<file path="config.mk">
export PLATFORM = sky130hd
export DESIGN_NAME = instruction_fetch
export DESIGN_NICKNAME = d
export VERILOG_FILES = /design/src/rtl/instruction_fetch.sv
export SDC_FILE = /design/constraint.sdc
export NUM_CORES = 1
export LEC_CHECK = 0
export BUFFER_PORTS_ARGS = -buffer_cell sky130_fd_sc_hd__buf_4
export CORE_MARGIN = 5
export CORE_UTILIZATION = 45
export CTS_CLUSTER_SIZE = 24
export DETAILED_ROUTE_END_ITERATION = 8
export GPL_TIMING_DRIVEN = 0
export PLACE_DENSITY_LB_ADDON = 0.25
export SETUP_SLACK_MARGIN = 0.3
export SLEW_MARGIN = 20
export SYNTH_ARGS = -nofsm -noshare
export SYNTH_HDL_FRONTEND = slang
export SYNTH_SLANG_ARGS = --single-unit
export TNS_END_PERCENT = 1
</file>
<file path="constraint.sdc">
create_clock -name clk -period 3.1 [get_ports clk]
set_clock_uncertainty 0.15 [all_clocks]
set_input_delay 0.93 -clock clk [delete_from_list [all_inputs] [get_ports clk]]
set_output_delay 0.93 -clock clk [all_outputs]
set_load 0.05 [all_outputs]
</file>
<file path="src/rtl/instruction_fetch.sv">
// ---------------------------------------------------------------------------
// instruction_fetch
//
// Fetch sequencer that owns the program counter and is the only master of the
// instruction memory read port. Each cycle the word returned for the current
// pc is captured into a one-entry fetch register and offered to decode over a
// valid/ready handshake. Redirects from execute flush the entry and move the
// pc. Illegal fetch addresses (misaligned or past the end of memory) raise a
// sticky fault.
//
// Parameters:
//   RESET_PC   pc loaded on reset (must be word-aligned to be legal)
//   MEM_BYTES  instruction memory size in bytes (multiple of 4, >= 4)
//
// Ports:
//   clk              rising-edge clock
//   rst              synchronous active-high reset
//   imem_address     byte address to instruction memory (equals pc)
//   imem_instruction combinational read data from instruction memory
//   redirect_valid   branch/jump taken this cycle
//   redirect_target  new pc when redirect_valid
//   out_valid        fetch register holds an instruction
//   out_ready        decode accepts the instruction this cycle
//   out_instruction  fetched instruction
//   out_pc           address of out_instruction
//   fault            sticky illegal-fetch flag
//   fault_pc         offending address
//
// Configuration macro:
//   INSTRUCTION_FETCH_WRAP_EN  when defined, sequential fetch past the last
//                              word wraps pc to 0 instead of faulting.
// ---------------------------------------------------------------------------
module instruction_fetch #(
   parameter logic [31:0] RESET_PC  = 32'h0000_0000,
   parameter int unsigned MEM_BYTES = 32
) (
   input  logic        clk,
   input  logic        rst,
   output logic [31:0] imem_address,
   input  logic [31:0] imem_instruction,
   input  logic        redirect_valid,
   input  logic [31:0] redirect_target,
   output logic        out_valid,
   input  logic        out_ready,
   output logic [31:0] out_instruction,
   output logic [31:0] out_pc,
   output logic        fault,
   output logic [31:0] fault_pc
);

   typedef enum logic [1:0] {
      START = 2'd0,
      RUN   = 2'd1,
      FAULT = 2'd2
   } state_t;

   localparam logic [31:0] LAST_ADDR = 32'(MEM_BYTES - 4);

   state_t      state_q, state_d;
   logic [31:0] pc_q, pc_d;
   logic        out_valid_q, out_valid_d;
   logic [31:0] out_instruction_q, out_instruction_d;
   logic [31:0] out_pc_q, out_pc_d;
   logic        fault_q, fault_d;
   logic [31:0] fault_pc_q, fault_pc_d;

   logic        slot_free;
   logic        pc_legal;
   logic        target_legal;
   logic        reset_pc_legal;
   logic [31:0] pc_seq;

   // An address is fetchable only if it is word-aligned and the whole word
   // lies inside the memory.
   function automatic logic is_legal(input logic [31:0] addr);
      return (addr[1:0] == 2'b00) && (addr <= LAST_ADDR);
   endfunction

   // Address and handshake helpers shared by the next-state logic. The
   // sequential successor either wraps at the last word or simply advances,
   // in which case the overrun is caught as an illegal pc on the next fetch.
   always_comb begin
      slot_free      = !out_valid_q || out_ready;
      pc_legal       = is_legal(pc_q);
      target_legal   = is_legal(redirect_target);
      reset_pc_legal = is_legal(RESET_PC);
`ifdef INSTRUCTION_FETCH_WRAP_EN
      pc_seq = (pc_q >= LAST_ADDR) ? 32'h0000_0000 : pc_q + 32'd4;
`else
      pc_seq = pc_q + 32'd4;
`endif
   end

   // Next-state logic for the fetch FSM and its registered outputs.
   // START spends one cycle without capturing because memory data is forced
   // to zero while reset is held. Outside START a redirect wins over
   // everything: it flushes the entry (even if decode is taking it this
   // cycle) and moves the pc, landing in RUN or FAULT depending on the
   // target. Without a redirect, RUN captures whenever the slot is free and
   // FAULT only lets an existing entry drain.
   always_comb begin
      state_d           = state_q;
      pc_d              = pc_q;
      out_valid_d       = out_valid_q;
      out_instruction_d = out_instruction_q;
      out_pc_d          = out_pc_q;
      fault_d           = fault_q;
      fault_pc_d        = fault_pc_q;

      case (state_q)
         START: begin
            if (reset_pc_legal) begin
               state_d = RUN;
            end else begin
               state_d    = FAULT;
               fault_d    = 1'b1;
               fault_pc_d = RESET_PC;
            end
         end

         RUN, FAULT: begin
            if (redirect_valid) begin
               pc_d        = redirect_target;
               out_valid_d = 1'b0;
               if (target_legal) begin
                  state_d = RUN;
                  fault_d = 1'b0;
               end else begin
                  state_d    = FAULT;
                  fault_d    = 1'b1;
                  fault_pc_d = redirect_target;
               end
            end else if (state_q == RUN) begin
               if (slot_free) begin
                  if (pc_legal) begin
                     out_valid_d       = 1'b1;
                     out_instruction_d = imem_instruction;
                     out_pc_d          = pc_q;
                     pc_d              = pc_seq;
                  end else begin
                     out_valid_d = 1'b0;
                     state_d     = FAULT;
                     fault_d     = 1'b1;
                     fault_pc_d  = pc_q;
                  end
               end
            end else begin
               if (out_ready) begin
                  out_valid_d = 1'b0;
               end
            end
         end

         default: begin
            state_d = START;
         end
      endcase
   end

   // State register. Reset overrides any concurrent redirect or capture.
   always_ff @(posedge clk) begin
      if (rst) begin
         state_q           <= START;
         pc_q              <= RESET_PC;
         out_valid_q       <= 1'b0;
         out_instruction_q <= 32'h0000_0000;
         out_pc_q          <= 32'h0000_0000;
         fault_q           <= 1'b0;
         fault_pc_q        <= 32'h0000_0000;
      end else begin
         state_q           <= state_d;
         pc_q              <= pc_d;
         out_valid_q       <= out_valid_d;
         out_instruction_q <= out_instruction_d;
         out_pc_q          <= out_pc_d;
         fault_q           <= fault_d;
         fault_pc_q        <= fault_pc_d;
      end
   end

   assign imem_address    = pc_q;
   assign out_valid       = out_valid_q;
   assign out_instruction = out_instruction_q;
   assign out_pc          = out_pc_q;
   assign fault           = fault_q;
   assign fault_pc        = fault_pc_q;

endmodule
</file>
==> results summary, run 1 <==
The final number of max-transition violations is 0. In this run, CTS created clock tree buffers numbering 17. The pin count of the biggest net entering global routing is 17.

Traced cell by cell, the critical path runs through buf_4, or4_4, or4_1, or3_1, buf_6, clkbuf_1, a21oi_1, a211oi_2. Among all stages on the critical path, the largest delay is contributed by sky130_fd_sc_hd__or4_4. The count of buffers from port buffering came out at 195. The multiplexer share of the synthesized area came out at 5.33%.

The final critical-path share of the clock period is between 90% and 100%. The clock sink count came out at around 130. The sequential group share of total power came out at 29.5%. The post-synthesis sequential area ratio is roughly 49%. A synthesized cell averages 9.00 um2.

For this design the total switching power over the nets is roughly 3.6 mW. The simple-gate area share of the yosys netlist came out at about a fifth. The first global-routing pass estimated around 28000 um of wire. The post-detailed-placement half-perimeter wirelength is about 13000 um. The number of synthesized flops with an enable pin is 0. The worst register-to-register path ends at fault_pc[16]. CTS placed an instance of sky130_fd_sc_hd__clkbuf_16 at the clock tree root. In the synthesized netlist, the cells that appear most often are sky130_fd_sc_hd__dfxtp_1, sky130_fd_sc_hd__a21oi_1, sky130_fd_sc_hd__nand2_1. The critical path is of the primary input to register type.

The number of warnings reported in the yosys synthesis log is 0. The die covers 0.0144 mm2. The number of vias in the routed layout is 5519.

The leakage power is between 3 and 4 nW. Net switching is between 40% and 50% of the power. The setup check on the worst reg-to-reg path leaves a slack of 170 ps. The run finished with clean final reports. The number of instances in the synthesized netlist came out at about 610. Setup repair after global routing could not meet its margin everywhere. Sorting the synthesized cells by area gives the leading types as sky130_fd_sc_hd__dfxtp_1, sky130_fd_sc_hd__a21oi_1, sky130_fd_sc_hd__a211oi_2. Global routing consumed, over all layers together, 24.3% of the routing resources.

The clock period minus worst slack is just over 3000 ps. The arithmetic-cell share of the synthesized area counting full adders, half adders and majority gates came out at 0.919%. The total nets after synthesis came out at about 680. The final routed DRC violation total came out at 0. The horizontal die dimension is around 120 um. The maximum count of clock buffers along a single path came out at 2. The combinational fraction of design power came out at roughly 46%. STA classifies the critical path startpoint as a primary input. Measured against its own limit, the worst slew margin works out to 41.0%. The count of endpoints failing setup in the final report is 0.

The placeable core area came out at ~0.012 mm2. The power density of the placed cells came out at around 1000 mW/mm2. The clock insertion delay at the later pin of the skew report came out at between 400 and 500 ps. The final RePlAce weighted congestion is 0.922. The number of buffers inserted by hold repair at cts is 0. The xor and xnor area share after synthesis came out at 0%.

The final net count is 894. The start point of the worst hold path is out_instruction[3]. The worst-path maximum fanout came out at 10. The antenna violation net count after detailed routing is 0. The tightest min-delay check is of the register to register type. The effective utilization at floorplan is 45.5%. Before antenna repair, the detailed router went through 5 iterations. The endpoint kind of the worst setup timing path is a register.

The post-route worst setup slack came out at 84.7 ps. The stage delay of the slowest cell on the critical path came out at 530 ps. The number of instances on the worst hold path is 2. The total number of H-tree levels came out at 4. After synthesis, the largest family of logic cells by area is compound AO/OA/AOI/OAI gates. The number of global-route vias before repair is around 5500. The number of diodes added for antenna fixing is 0. The max-cap violation count is 0. The critical path starts at redirect_target[5]. The critical register-to-register path startpoint is imem_address[8]. The number of distinct library cell variants in the gate-level netlist after synthesis came out at 48. sky130_fd_sc_hd__dfxtp_1 takes more of the synthesized area than any other cell. The routed wire length is approximately 18000 um. The overall power came out at between 7 and 8 mW. The most used flip-flop cell after synthesis is sky130_fd_sc_hd__dfxtp_1.

The compound-cell area share of the yosys netlist is between 20% and 30%. Static timing analysis puts the maximum clock frequency at 332 MHz. The count of boundary I/O pins is approximately 200. Measured in cells, the most critical reg-to-reg path has a length of 8.

The worst hold path terminates at out_instruction[3]. The post-placement worst setup slack came out at -362 ps. The top cell type by area accounts for 48.5% of the synthesized area. The required time of the critical path is ~3200 ps.

After clock tree synthesis, the clock-pin slew on the worst setup and hold paths is around 60 ps. STA puts the critical path data arrival time at ~3100 ps. Measured on the finished design, the core utilization comes to about 64%. The internal power contribution is approximately 4.3 mW. The per-cell routed wire length is between 15 and 20 um. In this run, the clock network consumes between 20 and 25% of the power.

The synthesis-to-layout area growth came out at 41.6%. After filler insertion, the fill cell instance count of the layout stands at 1022. Dividing the detail-routed via count by the number of cells gives roughly 5.6. TritonCTS built the clock tree. The most numerous cell in the Yosys netlist is sky130_fd_sc_hd__dfxtp_1. The number of placement rows is 40.

The proportion of register bits with asynchronous set or reset after synthesis came out at 0%. In this run the cell area of the synthesized design comes to 0.00545 mm2. After detailed placement, the total cell area comes to about 0.007 mm2. The final hold violation count came out at 0. The fraction of final layout cells sized beyond drive strength 1 is between 30% and 40%. The hold slack came out at around 300 ps.

The detailed router finished its first iteration with just under 400 violations. The number of antenna violations at the first check in global routing came out at 1. The register bit total from synthesis came out at around 130. Summed over all layers, the global routing overflow is 0. Once layout is done, the placed cells without fillers occupy around 0.0077 mm2.

From bottom edge to top edge, the die measures 120 um. VDD sags by at most roughly 770 uV. The transition time at the pin with the least slew margin is between 800 and 900 ps.
cells in the final DEF, fill, tap and decap left out, types with 6 or more instances in the layout:
| cell | n |
|---|---|
| sky130_fd_sc_hd__clkbuf_16 | 17 |
| sky130_fd_sc_hd__nor2_1 | 16 |
| sky130_fd_sc_hd__nand2_1 | 93 |
| sky130_fd_sc_hd__clkbuf_1 | 42 |
| sky130_fd_sc_hd__mux2i_1 | 29 |
| sky130_fd_sc_hd__o21ai_0 | 20 |
| sky130_fd_sc_hd__a211oi_2 | 30 |
| sky130_fd_sc_hd__nand3_1 | 20 |
| sky130_fd_sc_hd__inv_6 | 6 |
| sky130_fd_sc_hd__nor3_1 | 7 |
| sky130_fd_sc_hd__and2_1 | 32 |
| sky130_fd_sc_hd__a21oi_1 | 96 |
| sky130_fd_sc_hd__dfxtp_1 | 132 |
| sky130_fd_sc_hd__buf_4 | 198 |
| sky130_fd_sc_hd__nand4_1 | 8 |
| sky130_fd_sc_hd__nor4_1 | 12 |
flip-flops by register name (all words and copies together) (netlist names):
register,flops
fault,1
fault_pc,32
imem_address,32
out_instruction,32
out_pc,32
out_valid,1
state_q,2
layer usage:
layer	GRT usage (%)	part of all wire, %
met1	30.3	41
met2	39.4	47
met3	7.68	10
met4	8.52	2.3
met5	0	0.045
area by class of cell:
| type | instances | area [um2] | area share, % |
|---|---|---|---|
| tap | 147 | 184 | 2.38 |
| clock buffer | 18 | 439 | 5.69 |
| multi-input combinational | 417 | 2570 | 33.3 |
| inverter | 6 | 22.5 | 0.292 |
| sequential | 132 | 2640 | 34.3 |
| clock inverter | 14 | 141 | 1.83 |
| timing repair buffer | 198 | 1490 | 19.3 |
| buffer | 50 | 228 | 2.95 |
critical path, delay by kind of cell:
kind / cells / cell delay, ps
AOI/OAI and AO/OA: 2 / 310
buffers and inverters: 3 / 520
and+or+nand+nor: 3 / 1380
worst max path at each step:
stage                        end  slack, ps  cells after the start
floorplan           fault_pc[12]        -40                      8
global placement      state_q[1]       -350                      8
detailed placement  fault_pc[23]       -360                      8
CTS                 fault_pc[25]        110                      9
global route        fault_pc[22]         30                      9
finish              fault_pc[16]         80                      8
kinds of logic after synthesis:
family	after synthesis
AO/OA/AOI/OAI	176
buffers and inverters	56
flip-flops	132
adder cells (fa/ha/maj)	4
AND/OR/NAND/NOR	208
multiplexers	29
power by group through the flow:
stage	Combinational [mW]	Sequential, mW	Clock (mW)
2_1_floorplan	1.42	3.42	0
3_3_place_gp	3.49	2.33	0
3_5_place_dp	3.55	2.35	0
4_1_cts	3.58	2.32	1.99
5_1_grt	3.79	2.37	2.06
6_report	3.59	2.33	1.97
through the flow:
stage	std cells	setup TNS, ps
after floorplan	605	-1100
after global placement	947	-12140
after detailed placement	947	-13320
after CTS	980	0
after global routing	982	0
final	982	0
repair_timing:
action,4_1_cts,5_1_grt
gates resized for setup,3,2
pin swaps,0,1
setup buffers,1,2
setup endpoints to repair,94,115
Note: power is estimated with default switching activity, not from simulation.
==> run 2, diff against run 1 <==
--- a/config.mk
+++ b/config.mk
@@ -6,8 +6,11 @@
 export NUM_CORES = 1
 export LEC_CHECK = 0
 export BUFFER_PORTS_ARGS = -buffer_cell sky130_fd_sc_hd__buf_4
+export CELL_PAD_IN_SITES_DETAIL_PLACEMENT = 0
+export CELL_PAD_IN_SITES_GLOBAL_PLACEMENT = 1
 export CORE_MARGIN = 5
-export CORE_UTILIZATION = 45
+export CORE_UTILIZATION = 32
+export CTS_BUF_LIST = sky130_fd_sc_hd__clkbuf_4 sky130_fd_sc_hd__clkbuf_8 sky130_fd_sc_hd__clkbuf_16
 export CTS_CLUSTER_SIZE = 24
 export DETAILED_ROUTE_END_ITERATION = 8
 export GPL_TIMING_DRIVEN = 0
==> results summary, run 2 (synthesis gave the netlist of run 1 again) <==
The overall power is between 8 and 9 mW. The height of the die came out at ~140 um. The number of global-route vias before repair came to roughly 5400. STA classifies the critical path startpoint as a primary input.

In the finished design, the share of the clock period the worst path needs comes to between 90% and 100%. The worst-path maximum fanout is 6. The most common cell after layout, fill and taps aside is sky130_fd_sc_hd__buf_4. The DRC marker count from the first detailed-route iteration is around 290.

The pin count of the biggest net entering global routing is 17. The maximum count of clock buffers along a single path is 2. The run finished with clean final reports. The worst min-delay path class is register to register.

The effective utilization at floorplan is 32.7%. In the layout the commonest cells are sky130_fd_sc_hd__buf_4, sky130_fd_sc_hd__dfxtp_1, sky130_fd_sc_hd__a21oi_1, sky130_fd_sc_hd__nand2_1, sky130_fd_sc_hd__clkbuf_1. The count of TritonRoute iterations in the first routing pass is 5. The clock period minus worst slack is about 3100 ps. The hold slack is about 300 ps. The start point of the worst hold path is out_pc[2]. The critical register-to-register path startpoint is imem_address[8]. The final hold violation count came out at 0.

The clock-pin transition on the worst setup and hold timing paths came out at ~60 ps. The via density per instance came out at around 5.2. Excluding fillers, the count of instances in the completed layout stands at 1055.

The count of boundary I/O pins is around 200. The setup path with the least slack is of type primary input to register. The required time of the critical path is 3280 ps.

The number of buffers created by CTS came out at 17. The maximum clock frequency is between 300 and 400 MHz. The area after detailed placement came out at about 0.007 mm2. After detailed routing, the average wire length per cell comes to about 19 um.

Including well taps, the total number of placed cells is a little over 1000. In this run the tool buffered the top-level ports with around 200 buffer cells. The post-layout instance area came out at between 0.007 and 0.008 mm2.

Setup repair after global routing could not meet its margin everywhere. The relative max-transition margin is between 40% and 50%. The leakage power is 3.20 nW. The final net count is approximately 890. The post-route core utilization came out at between 40% and 50%. In this run the clock root is driven by a sky130_fd_sc_hd__clkbuf_16.

The summed negative setup slack over all endpoints is 0 ps. The routed wire length is 19900 um. The final RePlAce weighted congestion is about 0.84.

In this run the core area contains 47 standard-cell rows. The first global-routing pass estimated 30500 um of wire. The post-route worst setup slack came out at ~43 ps.

At the worst endpoint, the arrival time is roughly 3200 ps. The routed layout has 5537 vias. The die area came out at about 0.020 mm2. The final routed DRC violation total came out at 0. The slack of the worst reg-to-reg path came out at roughly 170 ps. From left edge to right edge, the die measures about 140 um.

The placeable core area is roughly 0.017 mm2. The count of endpoints failing setup in the final report came out at 0. The maximum vdd ir drop came out at approximately 560 uV. The number of instances on the worst hold path is 2. 0 antenna diodes ended up in the layout. The post-placement worst setup slack is -468 ps.

Counting cells, the worst reg-to-reg path comes to 8. From synthesis to final layout, the design area changed by 45.3%. For the pin with the worst max-slew slack, the measured transition is 855 ps. The max-cap violation count is 0. The final global-route overflow total is 0.

The clock sink count came out at ~130. Cells with a size suffix above 1 make up 33.3% of the layout. The post-detailed-placement half-perimeter wirelength is about 15000 um. The total global-route track usage came out at around a fifth.

The final number of max-transition violations is 0. The clock insertion delay at the later pin of the skew report is approximately 420 ps. The endpoint kind of the worst setup timing path is a register. The power density of the placed cells came out at around 1000 mW/mm2. The destination of the worst hold path is out_pc[2].

The antenna violation net count after detailed routing came out at 0. The clock tree from TritonCTS is done. The number of antenna violations at the first check in global routing is 0.

The endpoint identified for the worst register-to-register timing path is out_instruction[19]. The total number of H-tree levels came out at 4.
## run 2: changes by cell type in the layout (fill, tap and decap cells not counted), moves of 2 or more
cell,before,now
sky130_fd_sc_hd__clkinv_2,0,3
sky130_fd_sc_hd__clkinvlp_4,4,2
sky130_fd_sc_hd__a21oi_2,0,2
sky130_fd_sc_hd__buf_8,0,2
sky130_fd_sc_hd__bufinv_16,1,4
sky130_fd_sc_hd__inv_6,6,3
sky130_fd_sc_hd__buf_6,5,1
sky130_fd_sc_hd__buf_12,0,2
sky130_fd_sc_hd__a21oi_1,96,94
## run 2: worst max-delay path by stage
| stage | startpoint | end | depth (start not counted) |
|---|---|---|---|
| after global placement | redirect_target[5] | state_q[1] | 8 |
| after CTS | redirect_target[5] | fault_pc[30] | 9 |
| final | redirect_target[13] | fault_pc[31] | 9 |
| after global routing | redirect_target[13] | fault_pc[6] | 9 |
| after floorplan | redirect_target[5] | fault_pc[12] | 8 |
| after detailed placement | redirect_target[5] | state_q[1] | 8 |
## run 2: critical path, cell delays in order
cell and delay, ps:
sky130_fd_sc_hd__buf_4 120, sky130_fd_sc_hd__or4_4 540, sky130_fd_sc_hd__or4_4 490, sky130_fd_sc_hd__or3_4 400
sky130_fd_sc_hd__buf_8 140, sky130_fd_sc_hd__and2_4 140, sky130_fd_sc_hd__buf_12 140, sky130_fd_sc_hd__clkbuf_16 150
sky130_fd_sc_hd__a211oi_2 180
## run 2: power by group
group	internal [mW]	leakage [nW]	switching, mW
registers	2.04	1.07	0.291
clock network	1.35	0.304	0.799
logic	1.21	1.82	2.53
total	4.60	3.20	3.62
## run 2: area by class of cell
| class | instances | area [um2] |
|---|---|---|
| Fill cell | 1627 | 8730 |
| Sequential cell | 132 | 2640 |
| Multi-Input combinational cell | 417 | 2580 |
| Timing Repair Buffer | 198 | 1500 |
| Clock buffer | 17 | 425 |
| Tap cell | 220 | 275 |
| Buffer | 50 | 254 |
| Clock inverter | 15 | 203 |
| Inverter | 6 | 22.5 |
## run 2: repair_timing
action                                  in CTS  in global routing
endpoints found under the setup margin     102                114
cloned                                       0                  1
gates resized for setup                      4                 13
hold buffers                                 0                  0
setup buffers                                0                  2
pin swaps                                    0                  4
## run 2: layer usage
layer | vias up | part of all wire (%) | GRT usage [%]
li1 | 2597 | - | -
met1 | 2639 | 43 | 25.8
met2 | 269 | 47 | 30.4
met3 | 32 | 8.3 | 6.51
met4 | 0 | 2.2 | 6.94
met5 | - | 0 | 0
==> run 3, diff against run 2 <==
--- a/config.mk
+++ b/config.mk
@@ -6,7 +6,7 @@
 export NUM_CORES = 1
 export LEC_CHECK = 0
 export BUFFER_PORTS_ARGS = -buffer_cell sky130_fd_sc_hd__buf_4
-export CELL_PAD_IN_SITES_DETAIL_PLACEMENT = 0
+export CELL_PAD_IN_SITES_DETAIL_PLACEMENT = 1
 export CELL_PAD_IN_SITES_GLOBAL_PLACEMENT = 1
 export CORE_MARGIN = 5
 export CORE_UTILIZATION = 32
==> results summary, run 3 (synthesis gave the netlist of run 1 again) <==
The run finished with clean final reports. The post-layout instance area came out at 0.00792 mm2. After floorplanning, the core was divided into 47 placement rows. The number of vias in the routed layout came out at approximately 5500.

The combinational fraction of design power is a little under half. The final global-route overflow total came out at 0. In this run the most critical hold path is launched from out_instruction[24].

Dividing the final minimum period by the clock period gives 97.5%. The switching part of the total is around 45%. The DRC marker count from the first detailed-route iteration came out at roughly 220. The number of diodes added for antenna fixing came out at 0. The maximum clock frequency is about 330 MHz. The floorplan step defined a die boundary enclosing 0.0197 mm2. In this run the deepest clock path goes through 2 buffers. The final RePlAce weighted congestion came out at 0.844. The power density of the placed cells is 1040 mW/mm2. The min-delay analysis places its worst path in the category register to register.

The sequential group share of total power is between 20% and 30%. The summed negative setup slack over all endpoints is 0 ps. The clock period minus worst slack came out at between 3000 and 4000 ps.

In this run the static leakage power is ~3.2 nW. Hold is met by between 300 and 400 ps. In the layout the commonest cells are sky130_fd_sc_hd__buf_4, sky130_fd_sc_hd__dfxtp_1, sky130_fd_sc_hd__nand2_1, sky130_fd_sc_hd__a21oi_1, sky130_fd_sc_hd__clkbuf_1. After detailed placement, the total cell area comes to around 0.007 mm2. The endpoint kind of the worst setup timing path is a register.

The filler cell count is 1957. The overall power came out at just over 8 mW. The post-detailed-placement half-perimeter wirelength came out at around 16000 um.

In the final layout, the multi-input gates occupy 0.00260 mm2. The per-cell routed wire length came out at between 20 and 25 um. The worst-path maximum fanout is 10. In this run the critical register-to-register path is captured at out_pc[2].

The routed wire length is between 20000 and 25000 um. The tree built by TritonCTS fans out to approximately 130 sinks. Across the VDD grid, the largest voltage drop is about 670 uV. The worst hold path passes through 2 cells. Input and output buffers added on the ports amount to about 200.

The final number of max-transition violations was 0. The clock insertion delay at the later pin of the skew report came out at 430 ps. The horizontal die dimension came out at 140 um. The height of the die is 140 um. The first-pass GRT wire length is between 30000 and 40000 um. Walking the worst path, the cells encountered are buf_4, or4_4, or4_4, or3_1, buf_6, clkbuf_1, a21oi_1, a211oi_2. The slowest stage of the critical path belongs to the cell sky130_fd_sc_hd__or4_4.

The count of boundary I/O pins is 198. On the critical path the largest part of the delay comes from simple AND/OR/NAND/NOR gates. The critical path's most frequent cell is sky130_fd_sc_hd__or4_4.

Setup violations remaining at the end of the flow were counted as 0. The tree is rooted in a sky130_fd_sc_hd__clkbuf_16. The stage delay of the slowest cell on the critical path is 540 ps. The internal power contribution is around 4.5 mW. The endpoint arrival time on the critical path came out at between 3000 and 4000 ps. The slack of the worst reg-to-reg path is ~290 ps. Buffers inserted to repair hold after CTS numbered 0. The worst setup path is of the primary input to register kind. The count of TritonRoute iterations in the first routing pass came out at 4. TritonCTS built the clock tree.

Setup repair after global routing could not meet its margin everywhere. The total buffers and inverters traversed by the critical path came out at 3. The number of global-route vias before repair is 5926. The total global-route track usage came out at roughly a fifth. The number of buffers created by CTS is 17. The fraction of final layout cells sized beyond drive strength 1 came out at between 30% and 40%. The critical register-to-register path startpoint is imem_address[18]. Across the whole layout, storage elements account for approximately 0.0026 mm2. The post-route core utilization came out at a little under half.

The number of antenna violations at the first check in global routing came out at 0. The antenna violation net count after detailed routing came out at 0. The relative max-transition margin is around 40%.

The total number of H-tree levels came out at 4. The synthesis-to-layout area growth is 45.4%. The max-cap violation count came out at 0.

The share of total power dissipated in the clock network is 24.4%. After detailed routing, the number of remaining DRC violations is 0. The floorplan step defined a core boundary enclosing about 0.017 mm2.

For this design the total switching power over the nets is roughly 3.7 mW. The final net count came out at 899. For the worst setup path, the data required time is approximately 3200 ps. The path with the worst hold slack has its endpoint at out_instruction[24]. The clock-pin transition on the worst setup and hold timing paths is 60 ps.

Using the TritonRoute via totals, the vias-per-cell ratio works out to 5.22. Entering global routing, the biggest net connects 17 pins. For the worst flop-to-flop path, the logic depth is 7. The category of the worst setup path launch point is a primary input. The most common cell after layout, fill and taps aside is sky130_fd_sc_hd__buf_4. The transition time at the pin with the least slew margin came out at 897 ps. The effective utilization at floorplan is between 30 and 40%. The final hold violation count came to 0.
[run 3: cell types whose count changed in the layout (fill, tap and decap cells not counted), sizes merged]
cell / delta
clkbuf: +1
inv: +1
clkinv: -2
clkinvlp: +2
buf: +5
bufinv: -2
[run 3: worst max path at each step]
stage | startpoint | end | cells after the start
CTS | redirect_target[5] | fault_pc[6] | 9
global placement | redirect_target[5] | state_q[1] | 8
global route | redirect_target[14] | fault_pc[14] | 8
floorplan | redirect_target[5] | fault_pc[12] | 8
finish | redirect_target[14] | fault_pc[14] | 8
detailed placement | redirect_target[5] | fault_pc[24] | 8
[run 3: cell type report]
type                       count  share of cell area (%)
inverter                       6                   0.284
tap                          220                    3.48
clock buffer                  18                    5.55
sequential                   132                    33.4
clock inverter                14                    1.88
timing repair buffer         203                    19.5
buffer                        50                    3.11
multi-input combinational    417                    32.9
[run 3: per-layer routing]
metal	GRT usage, %	vias to the layer above	share of wire, %	routed length [um]
li1	-	2602	-	-
met1	26.3	2725	42	9000
met2	36.0	184	49	10500
met3	5.35	23	7.0	1490
met4	7.65	0	1.6	336
met5	0	-	0	0
[run 3: repair_timing]
item / 4_1_cts / 5_1_grt
pin swaps: 0 / 4
cloned: 0 / 1
gates resized for setup: 4 / 14
setup buffers: 0 / 7
endpoints found under the setup margin: 101 / 115
[run 3: stage by stage]
stage	setup WS (ps)	instances
after global placement	-422	1020
after CTS	40.2	1052
after detailed placement	-453	1020
final	76.4	1060
after floorplan	-37.0	605
after global routing	32.0	1060
[run 3: worst reg2reg max path: stages (launching register included)]
cell,delay (ps)
sky130_fd_sc_hd__dfxtp_1,340
sky130_fd_sc_hd__nor4_1,470
sky130_fd_sc_hd__nand4_1,440
sky130_fd_sc_hd__or4_1,550
sky130_fd_sc_hd__clkbuf_1,240
sky130_fd_sc_hd__clkbuf_1,280
sky130_fd_sc_hd__nand2_1,130
sky130_fd_sc_hd__a21oi_1,70
[run 3: power by group through the flow]
| stage | combinational (mW) | sequential, mW | clock, mW |
|---|---|---|---|
| after floorplan | 1.42 | 3.42 | 0 |
| after global placement | 3.56 | 2.35 | 0 |
| after detailed placement | 3.65 | 2.37 | 0 |
| after CTS | 3.68 | 2.34 | 2.04 |
| after global routing | 4.11 | 2.39 | 2.12 |
| final | 3.87 | 2.35 | 2.01 |
